`src/rtl/adder_accumulator_pkg.sv`:
```
// rtl/adder_accumulator_pkg.sv - shared types, default sizes and saturating counter helper
package adder_accumulator_pkg;

    typedef enum logic [1:0] {
        IDLE  = 2'd0,
        ACCUM = 2'd1,
        HOLD  = 2'd2
    } state_t;

    localparam int DEFAULT_WIDTH = 4;
    localparam int DEFAULT_CNT_W = 4;

    // Increment that sticks at the all-ones value of a width-bit counter.
    function automatic logic [31:0] sat_inc(input logic [31:0] value, input int unsigned width);
        logic [31:0] max_val;
        max_val = (32'd1 << width) - 32'd1;
        if (value >= max_val) begin
            return max_val;
        end
        return value + 32'd1;
    endfunction

endpackage

```
`src/rtl/acc_add_core.sv`:
```
// rtl/acc_add_core.sv - combinational WIDTH-bit adder with carry out
module acc_add_core #(
    parameter int WIDTH = 4
) (
    input  logic [WIDTH-1:0] a,
    input  logic [WIDTH-1:0] b,
    output logic [WIDTH-1:0] sum,
    output logic             carry_out
);

    assign {carry_out, sum} = {1'b0, a} + {1'b0, b};

endmodule

```
`src/rtl/adder_accumulator.sv`:
```
// rtl/adder_accumulator.sv - packet accumulator with held result word; ADDER_ACCUMULATOR_SAT_EN selects saturating sum
module adder_accumulator
    import adder_accumulator_pkg::*;
#(
    parameter int WIDTH = DEFAULT_WIDTH,
    parameter int CNT_W = DEFAULT_CNT_W
) (
    input  logic             clk,
    input  logic             rst_n,
    input  logic             in_valid,
    output logic             in_ready,
    input  logic [WIDTH-1:0] in_data,
    input  logic             in_last,
    output logic             out_valid,
    input  logic             out_ready,
    output logic [WIDTH-1:0] out_sum,
    output logic [CNT_W-1:0] out_carries,
    output logic [CNT_W-1:0] out_count
);

    state_t           state;
    logic [WIDTH-1:0] acc;
    logic [CNT_W-1:0] carries;
    logic [CNT_W-1:0] count;
    logic [WIDTH-1:0] add_sum;
    logic             add_carry;
    logic [WIDTH-1:0] next_acc;
    logic             beat_accept;

    acc_add_core #(.WIDTH(WIDTH)) u_add_core (
        .a         (acc),
        .b         (in_data),
        .sum       (add_sum),
        .carry_out (add_carry)
    );

`ifdef ADDER_ACCUMULATOR_SAT_EN
    assign next_acc = add_carry ? {WIDTH{1'b1}} : add_sum;
`else
    assign next_acc = add_sum;
`endif

    assign in_ready    = (state != HOLD);
    assign out_valid   = (state == HOLD);
    assign beat_accept = in_valid && in_ready;
    assign out_sum     = acc;
    assign out_carries = carries;
    assign out_count   = count;

    always_ff @(posedge clk or negedge rst_n) begin
        if (!rst_n) begin
            state   <= IDLE;
            acc     <= '0;
            carries <= '0;
            count   <= '0;
        end else begin
            case (state)
                IDLE, ACCUM: begin
                    if (beat_accept) begin
                        acc   <= next_acc;
                        count <= CNT_W'(sat_inc(32'(count), CNT_W));
                        if (add_carry) begin
                            carries <= CNT_W'(sat_inc(32'(carries), CNT_W));
                        end
                        state <= in_last ? HOLD : ACCUM;
                    end
                end
                HOLD: begin
                    // Clearing here means the next packet always starts from zero.
                    if (out_ready) begin
                        acc     <= '0;
                        carries <= '0;
                        count   <= '0;
                        state   <= IDLE;
                    end
                end
                default: state <= IDLE;
            endcase
        end
    end

endmodule

```
`config.mk`:
```
export PLATFORM = sky130hd
export DESIGN_NAME = adder_accumulator
export DESIGN_NICKNAME = d
export VERILOG_FILES = /design/src/rtl/adder_accumulator_pkg.sv /design/src/rtl/acc_add_core.sv /design/src/rtl/adder_accumulator.sv
export SDC_FILE = /design/constraint.sdc
export NUM_CORES = 1
export LEC_CHECK = 0
export CAP_MARGIN = 0
export CORE_ASPECT_RATIO = 0.9
export CORE_MARGIN = 2
export CORE_UTILIZATION = 43
export CTS_CLUSTER_DIAMETER = 100
export CTS_CLUSTER_SIZE = 30
export DETAILED_ROUTE_END_ITERATION = 8
export PLACE_DENSITY_LB_ADDON = 0.12
export SKIP_LAST_GASP = 1
export SLEW_MARGIN = 10
export SYNTH_ARGS = -nofsm -noshare
export SYNTH_HDL_FRONTEND = slang
export SYNTH_SLANG_ARGS = --single-unit
```
`constraint.sdc`:
```
create_clock -name clk -period 1.74 [get_ports clk]
set_input_delay 0.435 -clock clk [delete_from_list [all_inputs] [get_ports clk]]
set_output_delay 0.435 -clock clk [all_outputs]
set_load 0.01 [all_outputs]
```
Word-level counts from Yosys, hierarchy flattened. Index checks and enable logic that the tools add are counted. Widths: inputs -> output; s select.

Register bits after elaboration: 14. Input port bits: 9. Output and inout port bits: 14. Logic and storage cells: 45.

$add $sub $neg: 3. Magnitude comparators: 2. Equal/unequal tests: 6. Multiplexer cells: 23. Reduce and logical (&&, ||, !) cells: 7.

Operators with widths (number): $mux 4 (9); $pmux 4 s2 (3); $add 4x1->4 const B (2); $ge 4x4->1 const B (2); $mux 1 (7); $mux 2 (3); $ne 2x2->1 const B (3); $add 4x4->5 (1); $pmux 2 s2 (1); $reduce_and 4->1 (1); $reduce_and 3->1 (1); $eq 2x1->1 const B (1); $eq 2x2->1 const B (1); $logic_not 2->1 (1); $ne 2x1->1 const B (1); $reduce_and 2->1 (1); $reduce_bool 2->1 (1); $reduce_or 2->1 (1); $logic_and 1x1->1 (1).

Longest topological paths before layout.
Word-level depth: 9. Gate-level depth with buffers: 6. Mapped depth without buffers: 6.

Modules after synthesis. From an unflattened synthesis, not the netlist that was laid out.

Cells, all modules: 85. Area total of the unflattened synthesis: 842.1 sq um.

By module, submodules not included: adder_accumulator (instances 1, cells an instance 69, area each 705.7 sq um, seq. area each 350.3 sq um); acc_add_core (instances 1, cells an instance 16, area each 136.4 sq um, seq. area each 0.0 sq um).

Worst setup path after synthesis. OpenSTA, ideal clock, no wires.

Path type: input to register. Start: input port in_data[0]. End: register carries[0] (netlist: out_carries[0]). Library setup time: 128 ps. Arrival: 1756 ps. Required time: 1612 ps. Path slack: -143 ps. Stages on the path: 6. Buffers on the path: 0. Cells stage by stage: ha_1 -> inv_1 -> fa_1 -> nand3b_1 -> a22oi_4 -> mux2_1.

Word-level cells in the longest chain between the ends: 3.

RTL lines: start, declared (RTL line adder_accumulator.sv:12) `input logic [WIDTH-1:0] in_data,`; $add 4x4->5 (RTL line acc_add_core.sv:11) `assign {carry_out, sum} = {1'b0, a} + {1'b0, b};`; $ne 2x2->1 (no line); $reduce_and 4->1 (no line); end signal, assigned (RTL line adder_accumulator.sv:63) `carries <= CNT_W'(sat_inc(32'(carries), CNT_W));`; end, declared (RTL line adder_accumulator.sv:23) `logic [CNT_W-1:0] carries;`.

No other way between the ends. A chain may end at the register's enable or synchronous reset.

Worst setup path after layout.
Start: register acc[0] (netlist: out_sum[0]). End: register carries[0] (netlist: out_carries[0]).

Word-level cells in the longest chain between the ends: 3.

RTL lines: start, declared (RTL line adder_accumulator.sv:22) `logic [WIDTH-1:0] acc;`; start signal, assigned (RTL line adder_accumulator.sv:60) `acc <= next_acc;`; $add 4x4->5 (RTL line acc_add_core.sv:11); $ne 2x2->1 (no line); $reduce_and 4->1 (no line).

No other way between the ends.

==> out/summary.md <==
STA classifies the critical path endpoint as a register. The final reports fail on negative setup slack. The starting density of the core was 0.442. The count of buffer and inverter cells on the critical path is 1, and the routability-driven placement congestion ratio is 0.859. The average size of a mapped cell is 10.9 µm².

The worst hold path belongs to the class primary input to asynchronous set/reset pin. After clock tree synthesis, the flow added hold-fix buffers numbering 0. For the number of buffers on the longest clock path, the log shows 2. The clock net in this run drives a total of 14 sinks. The run gives 1900 ps as the worst endpoint required time. The post-placement worst setup slack was -640 ps.

For the worst setup path, the data arrival time is 1940 ps. Once placement finished, the instance area stood at 1280 µm². Of all nets on the critical path, the largest fanout is 3. The logs give 739 for the via count of the first global-routing pass and 0.563 GHz for the maximum clock frequency.

In the synthesized netlist, the number of instances is 86. The logs give 11.2 ps for the worst-case clock skew and 0.185 for the overall routing resource usage. The critical path is of the register to register type. The part of the cycle the worst path needs works out to 1.02. For this run, the slowest stage of the critical path takes 400 ps. The run gives 3400 µm as the wire length of the first global-routing pass. Walking the worst path, the cells encountered are ha_4, inv_2, fa_2, nand3b_1, a22oi_4, mux2_4.

Synthesis produced a netlist with a net count of 102. VDD sags by at most 0.000807 V. For this run the aggregate overflow at the end of global routing stands at 0. For the hold violation count in the final report, the log shows 0. The worst path needs 1780 ps of the cycle, external delays included.

On the final layout, the worst hold slack is 461 ps. In this run, synthesis produced a sequential element count of 14. The transition time of the tightest slew-check pin was 291 ps; the final layout net count was 141. The run gives 1850 µW as the sum of internal, switching and leakage power. Setup violations remaining at the end of the flow were counted as 2. The area growth from synthesis to final layout was 43.8%.

For the leakage power of the design, the log shows 0.000623 µW. Broken down by cell family, the worst path's largest delay share belongs to adder cells. The run gives 23 as the top-level port count.

The run finished, with violations left. The logs give 0 for the final count of pins violating max slew and 937 µm² for the synthesized area. The number of antenna violations at the first check in global routing was 0. Number of diodes added for antenna fixing: 0. For the remaining number of nets flagged by the antenna check after routing, the log shows 0. The run gives 0 as the number of violations of the max-capacitance limit.

The distinct cell type count of the synthesized netlist was 39; the number of remaining DRC errors was 0. TritonCTS built the clock tree. In the final routed layout, each cell accounts on average for 14.1 µm. Power spread over the standard cell area amounts to 1370 nW/µm². The cell with the biggest individual delay on the critical path is sky130_fd_sc_hd__dfrtp_2. The total negative setup slack was -69.1 ps; the total detailed-routing wirelength was 2130 µm. The die covers 2570 µm². Placeable core region: 2120 µm².

The worst setup path is launched from a register. The worst slew slack as a fraction of its limit was 0.804. The endpoint of the worst-slack reg-to-reg timing path was out_carries[0].

For the number of H-tree branching levels, the log shows 1. Pin count of the biggest net entering global routing: 15. After filler insertion, the fill cell instance count of the layout stands at 198.

Measured along the x axis, the die boundary spans 53.2 µm. From bottom edge to top edge, the die measures 48.3 µm. The post-layout worst setup margin was -36.1 ps. For this run, the detailed router's first-pass iteration total came to 4. TritonCTS created 3 clock buffers. The final route contains 806 vias.

The tools report the number of warnings reported in the yosys synthesis log as 0. Setup repair after global routing could not meet its margin everywhere. Via density per instance: 5.34.

The site row count was 16. Clock transition at the registers of the reported paths: 90 ps. The fraction of final layout cells with drive strength greater than 1 was 0.306.

Clock tree synthesis selected as its root buffer the cell sky130_fd_sc_hd__clkbuf_4. For the worst-skew pair, the clock arrives at the later sink with an insertion delay of 280 ps. The area of all placed cells without fillers was 1350 µm². The sequential cell area fraction in the yosys report came out at 0.374. Input and output buffers added on the ports amount to 22.

In this run the critical register-to-register path is launched from out_sum[0]. The HPWL after detailed placement is 1660 µm. In this run, the number of DRC markers left after iteration 0 of detailed routing was 3. Worst-case reg-to-reg path depth: 6. Across all register-to-register paths, the minimum setup slack is -40 ps.
==> where the power goes <==
group / leakage (µW) / internal [µW] / switching [µW]
clock: 0.0000150 / 88.7 / 107
sequential: 0.000172 / 449 / 131
combinational: 0.000436 / 631 / 444
==> metrics by stage <==
step	std cells	utilization
after floorplan	86	-
final	151	0.635
after global placement	145	0.606
after detailed placement	145	0.606
after CTS	149	0.626
after global routing	151	0.635
==> per-layer routing <==
| layer | GRT usage | routed length, µm |
|---|---|---|
| met2 | 0.323 | 1010 |
| met1 | 0.251 | 1020 |
| met3 | 0.0276 | 95 |
| met5 | 0 | 0 |
| met4 | 0.0308 | 9 |
==> synthesized netlist by cell type <==
cell type | count | area share
sky130_fd_sc_hd__a31o_1 | 1 | 0.0093
sky130_fd_sc_hd__nand3b_1 | 1 | 0.0080
sky130_fd_sc_hd__and3b_2 | 1 | 0.011
sky130_fd_sc_hd__nand3_1 | 5 | 0.027
sky130_fd_sc_hd__clkbuf_2 | 1 | 0.0053
sky130_fd_sc_hd__nor2_1 | 1 | 0.0040
sky130_fd_sc_hd__buf_6 | 2 | 0.024
sky130_fd_sc_hd__nor3_1 | 3 | 0.016
sky130_fd_sc_hd__a211oi_1 | 2 | 0.016
sky130_fd_sc_hd__nor2b_4 | 1 | 0.015
sky130_fd_sc_hd__fa_1 | 1 | 0.021
sky130_fd_sc_hd__a211oi_2 | 1 | 0.013
sky130_fd_sc_hd__a211o_1 | 1 | 0.0093
sky130_fd_sc_hd__a221oi_2 | 1 | 0.016
sky130_fd_sc_hd__xnor2_1 | 1 | 0.0093
sky130_fd_sc_hd__a22oi_4 | 1 | 0.023
sky130_fd_sc_hd__nand2b_4 | 1 | 0.015
sky130_fd_sc_hd__a2bb2oi_1 | 2 | 0.019
sky130_fd_sc_hd__mux2_1 | 2 | 0.024
sky130_fd_sc_hd__and3_2 | 1 | 0.0080
sky130_fd_sc_hd__o22a_1 | 1 | 0.0093
sky130_fd_sc_hd__o31a_1 | 1 | 0.0093
sky130_fd_sc_hd__ha_1 | 6 | 0.080
sky130_fd_sc_hd__inv_1 | 9 | 0.036
sky130_fd_sc_hd__a32o_1 | 3 | 0.032
sky130_fd_sc_hd__nor2b_1 | 1 | 0.0067
sky130_fd_sc_hd__dfrtp_1 | 14 | 0.37
sky130_fd_sc_hd__nand2_1 | 2 | 0.0080
sky130_fd_sc_hd__and4_1 | 1 | 0.0093
sky130_fd_sc_hd__o31ai_1 | 1 | 0.0080
sky130_fd_sc_hd__a31o_2 | 1 | 0.0093
sky130_fd_sc_hd__and2b_4 | 1 | 0.011
sky130_fd_sc_hd__nand3b_4 | 1 | 0.021
sky130_fd_sc_hd__a21oi_1 | 4 | 0.021
sky130_fd_sc_hd__nor2_4 | 1 | 0.012
sky130_fd_sc_hd__o21ai_0 | 4 | 0.021
sky130_fd_sc_hd__a221oi_1 | 1 | 0.0093
sky130_fd_sc_hd__a21o_1 | 2 | 0.016
sky130_fd_sc_hd__a31oi_1 | 2 | 0.013
==> flip-flops by register name, indices dropped and copies added, names as in the netlist <==
name / cells
state: 2
out_count: 4
out_carries: 4
out_sum: 4
==> logic make-up (layout without fill, tap and decap cells) <==
family,Yosys count,in the layout,synth area share
simple gates,21,21,0.171
fa+ha+maj,7,7,0.101
buf+inv,12,50,0.0654
flops,14,14,0.374
xor+xnor,1,1,0.00935
mux,2,2,0.0240
compound gates,29,29,0.255
==> worst register-to-register path, delay by kind of cell (launching register included) <==
| family | cells | cell delay, ps |
|---|---|---|
| fa+ha+maj | 2 | 470 |
| flops | 1 | 400 |
| mux | 1 | 320 |
| simple gates | 1 | 230 |
| compound gates | 1 | 210 |
| buf+inv | 1 | 30 |
==> cells in the final DEF (no fill, tap or decap), types with 2 or more instances in the layout <==
cell / count
sky130_fd_sc_hd__a211oi_1: 2
sky130_fd_sc_hd__a21o_1: 2
sky130_fd_sc_hd__a21oi_1: 4
sky130_fd_sc_hd__a2bb2oi_1: 2
sky130_fd_sc_hd__a31oi_1: 2
sky130_fd_sc_hd__a32o_1: 3
sky130_fd_sc_hd__buf_4: 15
sky130_fd_sc_hd__clkbuf_4: 3
sky130_fd_sc_hd__clkdlybuf4s50_1: 15
sky130_fd_sc_hd__dfrtp_1: 12
sky130_fd_sc_hd__dfrtp_2: 2
sky130_fd_sc_hd__dlygate4sd2_1: 4
sky130_fd_sc_hd__dlymetal6s2s_1: 2
sky130_fd_sc_hd__ha_1: 4
sky130_fd_sc_hd__ha_4: 2
sky130_fd_sc_hd__inv_1: 7
sky130_fd_sc_hd__inv_2: 2
sky130_fd_sc_hd__mux2_4: 2
sky130_fd_sc_hd__nand2_1: 2
sky130_fd_sc_hd__nand3_1: 5
sky130_fd_sc_hd__nor3_1: 3
sky130_fd_sc_hd__o21ai_0: 4
==> how the worst max path moves through the flow <==
| stage | from | end | slack (ps) | cells past startpoint |
|---|---|---|---|---|
| floorplan | in_data[0] | out_carries[0] | -70 | 6 |
| detailed placement | in_data[0] | out_carries[0] | -640 | 7 |
| global placement | in_data[0] | out_carries[1] | -590 | 7 |
| CTS | out_sum[0] | out_carries[0] | -50 | 6 |
| finish | out_sum[0] | out_carries[0] | -40 | 6 |
| global route | out_sum[0] | out_carries[0] | -110 | 6 |
==> area by class of cell <==
| cell class | instances | area (µm²) | area share |
|---|---|---|---|
| Timing Repair Buffer | 37 | 333 | 0.247 |
| Clock buffer | 4 | 26.3 | 0.0195 |
| Sequential cell | 14 | 353 | 0.262 |
| Multi-Input combinational cell | 60 | 568 | 0.422 |
| Tap cell | 27 | 33.8 | 0.0251 |
| Inverter | 9 | 33.8 | 0.0251 |
==> timing repair <==
item                                    4_1_cts  5_1_grt
endpoints found under the setup margin        9       10
gates resized for setup                      10        2
pin swaps                                     4        1
gates cloned                                  0        0
setup buffers                                 0        2
hold endpoints to repair                      0        0
(Power assumes the default switching activity.)
